<file path="config.mk">
export PLATFORM = sky130hd
export DESIGN_NAME = freq_step_ctrl_flat
export DESIGN_NICKNAME = d
export VERILOG_FILES = /design/src/rtl/freq_step_ctrl_pkg.sv /design/src/rtl/freq_step_ctrl_if.sv /design/src/rtl/freq_step_ctrl_key_repeat.sv /design/src/rtl/freq_step_ctrl.sv /design/src/flat_wrapper.sv
export SDC_FILE = /design/constraint.sdc
export NUM_CORES = 1
export LEC_CHECK = 0
export CAP_MARGIN = 10
export CORE_UTILIZATION = 41
export DETAILED_ROUTE_END_ITERATION = 12
export GPL_ROUTABILITY_DRIVEN = 0
export PLACE_DENSITY = 0.59
export RECOVER_POWER = 100
export SYNTH_ARGS = -nofsm -noshare
export SYNTH_HDL_FRONTEND = slang
export SYNTH_HIERARCHICAL = 1
export SYNTH_SLANG_ARGS = --single-unit
</file>
<file path="constraint.sdc">
create_clock -name clk_50m -period 11.1 [get_ports clk_50m]
set_input_delay 2.22 -clock clk_50m [delete_from_list [all_inputs] [get_ports clk_50m]]
set_output_delay 2.22 -clock clk_50m [all_outputs]
set_load 0.02 [all_outputs]
</file>
<file path="src/rtl/freq_step_ctrl_pkg.sv">
// Shared types and helpers for the key-driven DDS frequency setpoint controller.
package freq_step_ctrl_pkg;

    typedef enum logic [1:0] {
        S_IDLE = 2'd0,
        S_CALC = 2'd1,
        S_SEND = 2'd2
    } state_t;

    // Bit width needed to index n items, never less than one bit.
    function automatic int clog2_min1(input int n);
        int r;
        r = 1;
        while ((1 << r) < n) begin
            r = r + 1;
        end
        return r;
    endfunction

    function automatic int step_freq(input int f, input logic up, input int stp,
                                     input int fmin, input int fmax, input logic wrap);
        int r;
        if (up) begin
            r = f + stp;
            if (r > fmax) begin
                r = wrap ? fmin : fmax;
            end else begin
                r = r;
            end
        end else begin
            // Compare before subtracting so an unsigned setpoint never underflows.
            if (f < fmin + stp) begin
                r = wrap ? fmax : fmin;
            end else begin
                r = f - stp;
            end
        end
        return r;
    endfunction

endpackage

</file>
<file path="src/rtl/freq_step_ctrl_if.sv">
// Valid/ready config stream carrying one phase increment and its target channel.
interface freq_step_ctrl_if #(
    parameter int PINC_W = 24,
    parameter int CH_W   = 1
);
    logic              tvalid;
    logic              tready;
    logic [PINC_W-1:0] tdata;
    logic [CH_W-1:0]   tdest;

    modport master (output tvalid, output tdata, output tdest, input tready);
    modport slave  (input tvalid, input tdata, input tdest, output tready);
endinterface

</file>
<file path="src/rtl/freq_step_ctrl_key_repeat.sv">
// Press-edge detector with hold-to-repeat: one pulse on press, then after HOLD_CYC
// cycles held, one pulse every REPEAT_CYC cycles. clr disarms until a fresh press.
module freq_step_ctrl_key_repeat import freq_step_ctrl_pkg::*; #(
    parameter int HOLD_CYC   = 25000000,
    parameter int REPEAT_CYC = 5000000
) (
    input  logic clk,
    input  logic rst,
    input  logic key_n,
    input  logic clr,
    output logic step
);
    localparam int CNT_W = clog2_min1(HOLD_CYC + 1);
    localparam logic [CNT_W-1:0] HOLD_C   = CNT_W'(HOLD_CYC);
    localparam logic [CNT_W-1:0] RELOAD_C = CNT_W'(HOLD_CYC - REPEAT_CYC + 1);

    logic             prev_r;
    logic             armed_r;
    logic [CNT_W-1:0] cnt_r;
    logic             press_s;

    assign press_s = !key_n && prev_r;
    assign step    = !clr && !key_n && (press_s || (armed_r && (cnt_r == HOLD_C)));

    // Track key history and count held cycles; reload keeps the repeat period exact.
    always_ff @(posedge clk) begin
        if (rst) begin
            prev_r  <= 1'b1;
            armed_r <= 1'b0;
            cnt_r   <= {CNT_W{1'b0}};
        end else begin
            prev_r <= key_n;
            if (clr || key_n) begin
                armed_r <= 1'b0;
                cnt_r   <= {CNT_W{1'b0}};
            end else if (press_s) begin
                armed_r <= 1'b1;
                cnt_r   <= CNT_W'(1);
            end else if (armed_r && (cnt_r == HOLD_C)) begin
                cnt_r <= RELOAD_C;
            end else if (armed_r) begin
                cnt_r <= cnt_r + CNT_W'(1);
            end else begin
                cnt_r <= cnt_r;
            end
        end
    end
endmodule

</file>
<file path="src/rtl/freq_step_ctrl.sv">
// Per-channel frequency setpoints stepped by keys; changed channels are converted to
// DDS phase increments and streamed out lowest channel first.
module freq_step_ctrl import freq_step_ctrl_pkg::*; #(
    parameter int NUM_CH     = 2,
    parameter int FREQ_W     = 6,
    parameter int FREQ_MIN   = 1,
    parameter int FREQ_MAX   = 30,
    parameter int FREQ_INIT  = 1,
    parameter int FREQ_STEP  = 1,
    parameter int WRAP       = 1,
    parameter int PINC_W     = 24,
    parameter int PINC_MUL   = 41943,
    parameter int PINC_FRAC  = 10,
    parameter int HOLD_CYC   = 25000000,
    parameter int REPEAT_CYC = 5000000,
    localparam int CH_W      = clog2_min1(NUM_CH)
) (
    input  logic                     clk_50m,
    input  logic                     rst,
    input  logic [1:0]               key,
    input  logic [CH_W-1:0]          ch_sel,
    output logic [NUM_CH*FREQ_W-1:0] freq,
    freq_step_ctrl_if.master         cfg
);
    localparam int PROD_W = FREQ_W + PINC_W;

    logic [FREQ_W-1:0] freq_r [NUM_CH];
    logic [NUM_CH-1:0] dirty_r, dirty_s;
    logic [CH_W-1:0]   ch_prev_r, ch_r, pick_ch_s, tdest_r;
    logic [PINC_W-1:0] tdata_r, pinc_s;
    logic              tvalid_r;
    logic              up_s, dn_s, clr_s, ev_s, ch_ok_s, pick_any_s, pick_s, load_s;
    logic [FREQ_W-1:0] f_new_s;
    state_t            state_r, state_n;

    assign ch_ok_s = ({1'b0, ch_sel} < (CH_W + 1)'(NUM_CH));
    assign clr_s   = (key == 2'b00) || (ch_sel != ch_prev_r);
    assign ev_s    = (up_s || dn_s) && ch_ok_s;
    assign f_new_s = FREQ_W'(step_freq(int'(freq_r[ch_sel]), up_s, FREQ_STEP,
                                       FREQ_MIN, FREQ_MAX, WRAP != 0));
    assign pinc_s  = PINC_W'((PROD_W'(freq_r[ch_r]) * PROD_W'(PINC_MUL)) >> PINC_FRAC);

    freq_step_ctrl_key_repeat #(.HOLD_CYC(HOLD_CYC), .REPEAT_CYC(REPEAT_CYC)) u_key_dn (
        .clk(clk_50m), .rst(rst), .key_n(key[0]), .clr(clr_s), .step(dn_s)
    );
    freq_step_ctrl_key_repeat #(.HOLD_CYC(HOLD_CYC), .REPEAT_CYC(REPEAT_CYC)) u_key_up (
        .clk(clk_50m), .rst(rst), .key_n(key[1]), .clr(clr_s), .step(up_s)
    );

    // Lowest-index dirty channel wins.
    always_comb begin
        pick_any_s = |dirty_r;
        pick_ch_s  = {CH_W{1'b0}};
        for (int i = NUM_CH - 1; i >= 0; i--) begin
            pick_ch_s = dirty_r[i] ? CH_W'(i) : pick_ch_s;
        end
    end

    // A new event re-sets dirty after the pick clears it, so the newest value goes out last.
    always_comb begin
        dirty_s = (dirty_r & ~(pick_s ? (NUM_CH'(1) << pick_ch_s) : {NUM_CH{1'b0}}))
                | (ev_s ? (NUM_CH'(1) << ch_sel) : {NUM_CH{1'b0}});
    end

    // FSM state register.
    always_ff @(posedge clk_50m) begin
        if (rst) begin
            state_r <= S_IDLE;
        end else begin
            state_r <= state_n;
        end
    end

    // FSM next-state logic.
    always_comb begin
        case (state_r)
            S_IDLE:  state_n = pick_any_s ? S_CALC : S_IDLE;
            S_CALC:  state_n = S_SEND;
            S_SEND:  state_n = cfg.tready ? S_IDLE : S_SEND;
            default: state_n = S_IDLE;
        endcase
    end

    // FSM datapath strobes.
    always_comb begin
        pick_s = 1'b0;
        load_s = 1'b0;
        case (state_r)
            S_IDLE:  pick_s = pick_any_s;
            S_CALC:  load_s = 1'b1;
            S_SEND:  pick_s = 1'b0;
            default: pick_s = 1'b0;
        endcase
    end

    // Setpoints, dirty vector and the registered config beat.
    always_ff @(posedge clk_50m) begin
        if (rst) begin
            for (int i = 0; i < NUM_CH; i++) begin
                freq_r[i] <= FREQ_W'(FREQ_INIT);
            end
            dirty_r   <= {NUM_CH{1'b1}};
            ch_prev_r <= {CH_W{1'b0}};
            ch_r      <= {CH_W{1'b0}};
            tdata_r   <= {PINC_W{1'b0}};
            tdest_r   <= {CH_W{1'b0}};
            tvalid_r  <= 1'b0;
        end else begin
            ch_prev_r <= ch_sel;
            if (ev_s) begin
                freq_r[ch_sel] <= f_new_s;
            end
            dirty_r <= dirty_s;
            if (pick_s) begin
                ch_r <= pick_ch_s;
            end
            if (load_s) begin
                tdata_r <= pinc_s;
                tdest_r <= ch_r;
            end
            tvalid_r <= (state_n == S_SEND);
        end
    end

    for (genvar c = 0; c < NUM_CH; c++) begin : g_freq
        assign freq[c*FREQ_W +: FREQ_W] = freq_r[c];
    end

    assign cfg.tvalid = tvalid_r;
    assign cfg.tdata  = tdata_r;
    assign cfg.tdest  = tdest_r;
endmodule

</file>
<file path="src/flat_wrapper.sv">
// flat-port wrapper written by rule: the top's interface ports become plain ports
module freq_step_ctrl_flat import freq_step_ctrl_pkg::*;
#(
    parameter int NUM_CH     = 2,
    parameter int FREQ_W     = 6,
    parameter int FREQ_MIN   = 1,
    parameter int FREQ_MAX   = 30,
    parameter int FREQ_INIT  = 1,
    parameter int FREQ_STEP  = 1,
    parameter int WRAP       = 1,
    parameter int PINC_W     = 24,
    parameter int PINC_MUL   = 41943,
    parameter int PINC_FRAC  = 10,
    parameter int HOLD_CYC   = 25000000,
    parameter int REPEAT_CYC = 5000000,
    localparam int CH_W      = clog2_min1(NUM_CH)
)
  (clk_50m, rst, key, ch_sel, freq, cfg_tvalid, cfg_tdata, cfg_tdest, cfg_tready);
  freq_step_ctrl_if #(.PINC_W(PINC_W), .CH_W(1)) cfg_i ();
  input  logic clk_50m;
  input  logic rst;
  input  logic [1:0] key;
  input  logic [CH_W-1:0] ch_sel;
  output logic [NUM_CH*FREQ_W-1:0] freq;
  output wire logic [$bits(cfg_i.tvalid)-1:0] cfg_tvalid;
  output wire logic [$bits(cfg_i.tdata)-1:0] cfg_tdata;
  output wire logic [$bits(cfg_i.tdest)-1:0] cfg_tdest;
  input wire logic [$bits(cfg_i.tready)-1:0] cfg_tready;
  assign cfg_tvalid = cfg_i.tvalid;
  assign cfg_tdata = cfg_i.tdata;
  assign cfg_tdest = cfg_i.tdest;
  assign cfg_i.tready = cfg_tready;
  freq_step_ctrl #(.NUM_CH(NUM_CH), .FREQ_W(FREQ_W), .FREQ_MIN(FREQ_MIN), .FREQ_MAX(FREQ_MAX), .FREQ_INIT(FREQ_INIT), .FREQ_STEP(FREQ_STEP), .WRAP(WRAP), .PINC_W(PINC_W), .PINC_MUL(PINC_MUL), .PINC_FRAC(PINC_FRAC), .HOLD_CYC(HOLD_CYC), .REPEAT_CYC(REPEAT_CYC)) u_core (.clk_50m(clk_50m), .rst(rst), .key(key), .ch_sel(ch_sel), .freq(freq), .cfg(cfg_i));
endmodule
</file>
[After elaboration in Yosys (flattened, before gate mapping)]
Memory sizes are Yosys's and may differ from the RTL's. A register that Yosys moved wholly into a read port is not among the register bits.
Index checks and enable logic that the tools add are counted.
Cells by class
  add/sub/neg operators: 4
  $mul: 1
  $lt $le $gt $ge: 2
  equality and inequality tests: 6
  shifts and indexed selects: 2
  muxes and demuxes: 28
  bitwise operators: 3
  reductions and logical operators: 31
Operators with widths (count)
  two-way mux 25 bit: 4
  adder 25 x 1 -> 25 bit (second input constant): 2
  == test 25 bit (second input constant): 2
  two-way mux 6 bit: 4
  multiplier 6 x 16 -> 22 bit (second input constant): 1
  two-way mux 1 bit: 16
  logical AND 1 bit: 8
  OR reduction 4 bit: 2
  adder 6 x 1 -> 7 bit (second input constant): 1
  > comparator 7 x 5 -> 1 bit (second input constant): 1
  logical OR 1 bit: 6
  less-than comparator 6 x 2 -> 1 bit (second input constant): 1
  two-way mux 2 bit: 3
  one-hot mux 2 bit (3 select lines): 1
  nonzero test 3 bit: 2
  OR reduction 2 bit: 3
  OR reduction 3 bit: 2
  OR reduction 6 bit: 1
  subtractor 6 x 1 -> 6 bit (second input constant): 1
  == test 2 bit (second input constant): 2
  logical NOT 2 bit: 2
  nonzero test 2 bit: 2
  << shifter 1 x 1 -> 2 bit (first input constant): 2
  logical NOT 1 bit: 3
  other kinds (5): 5
Storage, ports and cells
  flip-flop bits (word level): 74
  bits in writable memories: 12
  input bits: 6
  output and inout bits: 38
  logic and storage cells: 95
  memories: 1
Memory list
  u_core.freq_r: depth 2, bits a word 6, rd ports 4, clocked after memory_dff 1, wr ports 2, line freq_step_ctrl.sv:27  | logic [FREQ_W-1:0] freq_r [NUM_CH];

[Longest topological paths before layout]
  depth after elaboration: 11
  depth in mapped cells: 17
  gate-level depth less buffers: 16

[Modules after synthesis]
Netlist, hierarchy kept.
Modules (own cells, without submodules)
  freq_step_ctrl: times used 1, cells each 340, area an instance 3173.0 um^2, seq. area each 780.7 um^2
  freq_step_ctrl_key_repeat: times used 2, cells each 155, area an instance 1323.8 um^2, seq. area each 540.5 um^2

[Worst setup path before layout]
OpenSTA, ideal clock, no wires.
  path type: input-to-reg
  from: input port ch_sel
  to: memory u_core.freq_r[0][2] (data pin)
  setup time: 0.255 ns
  arrival time: 4.254 ns
  data required time: 10.845 ns
  slack: 6.591 ns
  stages on the path: 9
  path buffers: 2
  cell sequence: buf_6 -> buf_6 -> mux2i_1 -> inv_1 -> ha_1 -> or3_1 -> nor4_1 -> o31ai_4 -> and3_1
RTL lines
  from (decl): line flat_wrapper.sv:23  | input logic [CH_W-1:0] ch_sel;
  to (decl): line freq_step_ctrl.sv:27

==> results_dict.tcl <==
set metrics [dict create \
    status "finished with violations" \
    failed_checks "max-capacitance violations, max-slew violations" \
    grt_antenna_before_repair 0 \
    startpoint "ch_sel" \
    tritoncts.num_buffers 9 \
    cp.arrival_ns 5.33 \
    floorplan.rows 43 \
    worstMarginPinSlew_ns 1.53 \
    yosysUniqueCellTypes 63 \
    finalClockSkew_ns 0.00926 \
    hp-start "u_core/cfg.tdata[2]" \
    worst_setup_path_start_kind "input port" \
    worstSetupEndpointType "flip-flop" \
    final_layout_size_suffix_gt1_frac 0.0569 \
    preCtsSetupSlack_ns 5.54 \
    critPathKind "in2reg" \
    cts_resized 0 \
    critical_path.max_fanout 16 \
    finish.instance_area_mm2 0.00645 \
    cp_data_required_time_ns 11.07 \
    max-cap-violations 1 \
    setup_viol 0 \
    routed_via_count_divided_by_cell_count 5.31 \
    syn_area_mm2 0.00582 \
    drt.antenna.violating_nets 0 \
    fin_ws_ns 5.74 \
    die_w_um 121 \
    finalHoldViolCount 0 \
    crit_chain "dlygate4sd3_1 -> xnor2_1 -> o21ai_0 -> a211oi_1 -> clkbuf_1 -> nor2_1 -> nor2b_1 -> or2_0" \
    number_of_placed_instances_with_taps_included 850 \
    relSlewSlack -0.0359 \
    count_of_non_filler_cells_in_the_finished_layout 866 \
    total_net_switching_power_mw 0.408 \
    grt_pass1_vias 4381 \
    layout-area-overhead-vs-synth_pct 10.7 \
    achievable-frequency_mhz 187 \
    yosys_warnings 6 \
    power.share.combinational 0.425 \
    full_die_area_mm2 0.0147 \
    synth_edf_count 12 \
    timing.final.crit_period_ns 5.36 \
    clock_power_share 0.252 \
    slowest_stage "dlygate4sd3_1" \
    syn_avg_cell_area_um2 8.95 \
    clk_pin_slew_ns 0.06 \
    clockBufferDepth 2 \
    cts_hold_buffers 0 \
    grt_setup_unrepaired "no" \
    dr_total_vias 4602 \
    gr-usage-all-layers 0.177 \
    h-tree-depth 3 \
    post_drt_wl_per_cell_um 14.0 \
    grt_pass1_wl_um 20900 \
    sequentialPowerShare 0.323 \
    final_core_util 0.464 \
    clock_sink_count 87 \
    holdWs_ns 0.446 \
    antenna-diode-count 0 \
    setup_total_negative_slack_ns 0 \
    hold_path_depth 2 \
    synth_ff_type "dfxtp_1" \
    postCtsSetupBuffers 0 \
    drc 0 \
    internal_power_mw 0.688 \
    ys_async_sr_fraction 0 \
    postRouteWirelength_um 12100 \
    cts_tree "done" \
    ff_latch_count_synth 87 \
    dp_hpwl_um 9360 \
    design_power_total_mw 1.10 \
    placement.cell_area_mm2 0.00623 \
    period_share 0.483 \
    netlist.top_cell.by_area "dfxtp_1" \
    synth.top_cells.by_area "dfxtp_1 26%, ha_1 10%, edfxtp_1 6.2%" \
    power.ir.vdd_worst_v 0.0000645 \
    maxSlewViolCount 9 \
    floorplan.core_area_mm2 0.0139 \
    hold_path_class "reg2reg" \
    nNetsFinal 751 \
    power_density_mw_per_mm2 170 \
    switching_share 0.372 \
    timing.critical_path.slowest_cell_delay_ns 1.07 \
    numPortBuffers 31 \
    pin_count_of_the_biggest_net_entering_global_routing 21 \
    clock_insertion_delay_worst_skew_ns 0.34 \
    drt_iter0_markers 258 \
    chipHeight_um 121 \
    cellLeakagePower_nw 2.45 \
    floorplan.initialDensity 0.419 \
    clock_tree.root_cell "clkbuf_16" \
    design.portCount 44 \
    grt_overflow_total 0 \
    netlist_instances 650 \
    synth_largest_type_area_fraction 0.258 \
    fillCellCount 1346 \
    r2r_cells 15 \
    first_pass_iters 5 \
    synth_seq_area_share 0.320 \
]
logic make-up after synthesis:
logic type / share of synthesized area
simple gates: 0.228
fa+ha+maj: 0.158
flops: 0.320
buf+inv: 0.0696
compound gates: 0.127
other cells: 0.000644
xor+xnor: 0.0617
mux: 0.0348
sequential cells by signal, indices dropped and copies added, names as in the netlist, 2 cells and up, named ones only:
signal,count
u_core/dirty_r,2
u_core/freq_r,12
u_core/cfg.tdata,12
u_core/state_r,2
u_core/u_key_dn/cnt_r,25
u_core/u_key_up/cnt_r,25
placed cells by master (no fill, tap or decap), types with 6 or more instances in the layout:
| cell | Yosys | layout |
|---|---|---|
| nor3_1 | 15 | 16 |
| nor4_1 | 11 | 11 |
| o21a_1 | 7 | 7 |
| a21oi_1 | 39 | 40 |
| nor2_1 | 58 | 58 |
| inv_1 | 55 | 55 |
| or3_1 | 19 | 19 |
| dlygate4sd3_1 | 0 | 28 |
| nand2_1 | 48 | 48 |
| clkbuf_16 | 0 | 9 |
| dfxtp_1 | 75 | 75 |
| xnor2_1 | 27 | 27 |
| mux2_2 | 6 | 6 |
| conb_1 | 1 | 12 |
| mux2i_1 | 9 | 9 |
| xor2_1 | 14 | 14 |
| ha_1 | 48 | 48 |
| and3_1 | 8 | 8 |
| nand4_1 | 18 | 18 |
| edfxtp_1 | 12 | 12 |
| o31ai_1 | 12 | 13 |
| o21ai_0 | 29 | 29 |
| or4_1 | 9 | 9 |
| fa_1 | 16 | 16 |
| nand3_1 | 17 | 17 |
critical path, delay by kind of cell:
kind	cells	cell delay [ns]
buf+inv	2	1.53
simple gates	3	0.94
compound gates	2	0.44
xor+xnor	1	0.20
cells in the mapped netlist, drive strengths merged (4+ instances only):
master   n
dfxtp   75
nor2    59
inv     55
ha      48
nand2   48
a21oi   40
o21ai   31
xnor2   27
nand4   23
or3     21
buf     19
nand3   17
fa      16
nor3    16
o31ai   14
xor2    14
edfxtp  12
mux2i   11
nor4    11
or4     11
and3     8
clkbuf   7
o21a     7
mux2     6
nand2b   5
or2      5
a211oi   4
and2     4
o211ai   4
per-layer routing:
layer	global-route usage	wire [um]
met5	0	0
met4	0.0741	78
met3	0.0207	226
met2	0.285	5930
met1	0.240	5880
final timing paths:
kind	end	slack (ns)
setup / recovery	u_core/freq_r[1][5]	5.74
hold / removal	u_core/cfg.tdata[2]	0.45
setup reg to reg	u_core/cfg.tdata[10]	6.09
hold reg to reg	u_core/cfg.tdata[2]	0.45
area by class of cell:
| class | instances | area (um^2) | share of cell area |
|---|---|---|---|
| multi-input cells | 493 | 3550 | 0.551 |
| clock buffers | 10 | 229 | 0.0355 |
| well taps | 180 | 225 | 0.0349 |
| flip-flops and latches | 87 | 1860 | 0.289 |
| repair buffers | 35 | 325 | 0.0505 |
| clock inverters | 6 | 45.0 | 0.00699 |
| inverters | 55 | 206 | 0.0320 |
power groups by stage:
stage | combinational, mW | sequential (mW) | clock (mW)
2_1_floorplan | 0.356 | 0.376 | 0
3_3_place_gp | 0.480 | 0.361 | 0
3_5_place_dp | 0.491 | 0.362 | 0
4_1_cts | 0.495 | 0.354 | 0.286
5_1_grt | 0.532 | 0.356 | 0.302
6_report | 0.466 | 0.353 | 0.277
Power figures use the tool's default switching activity.
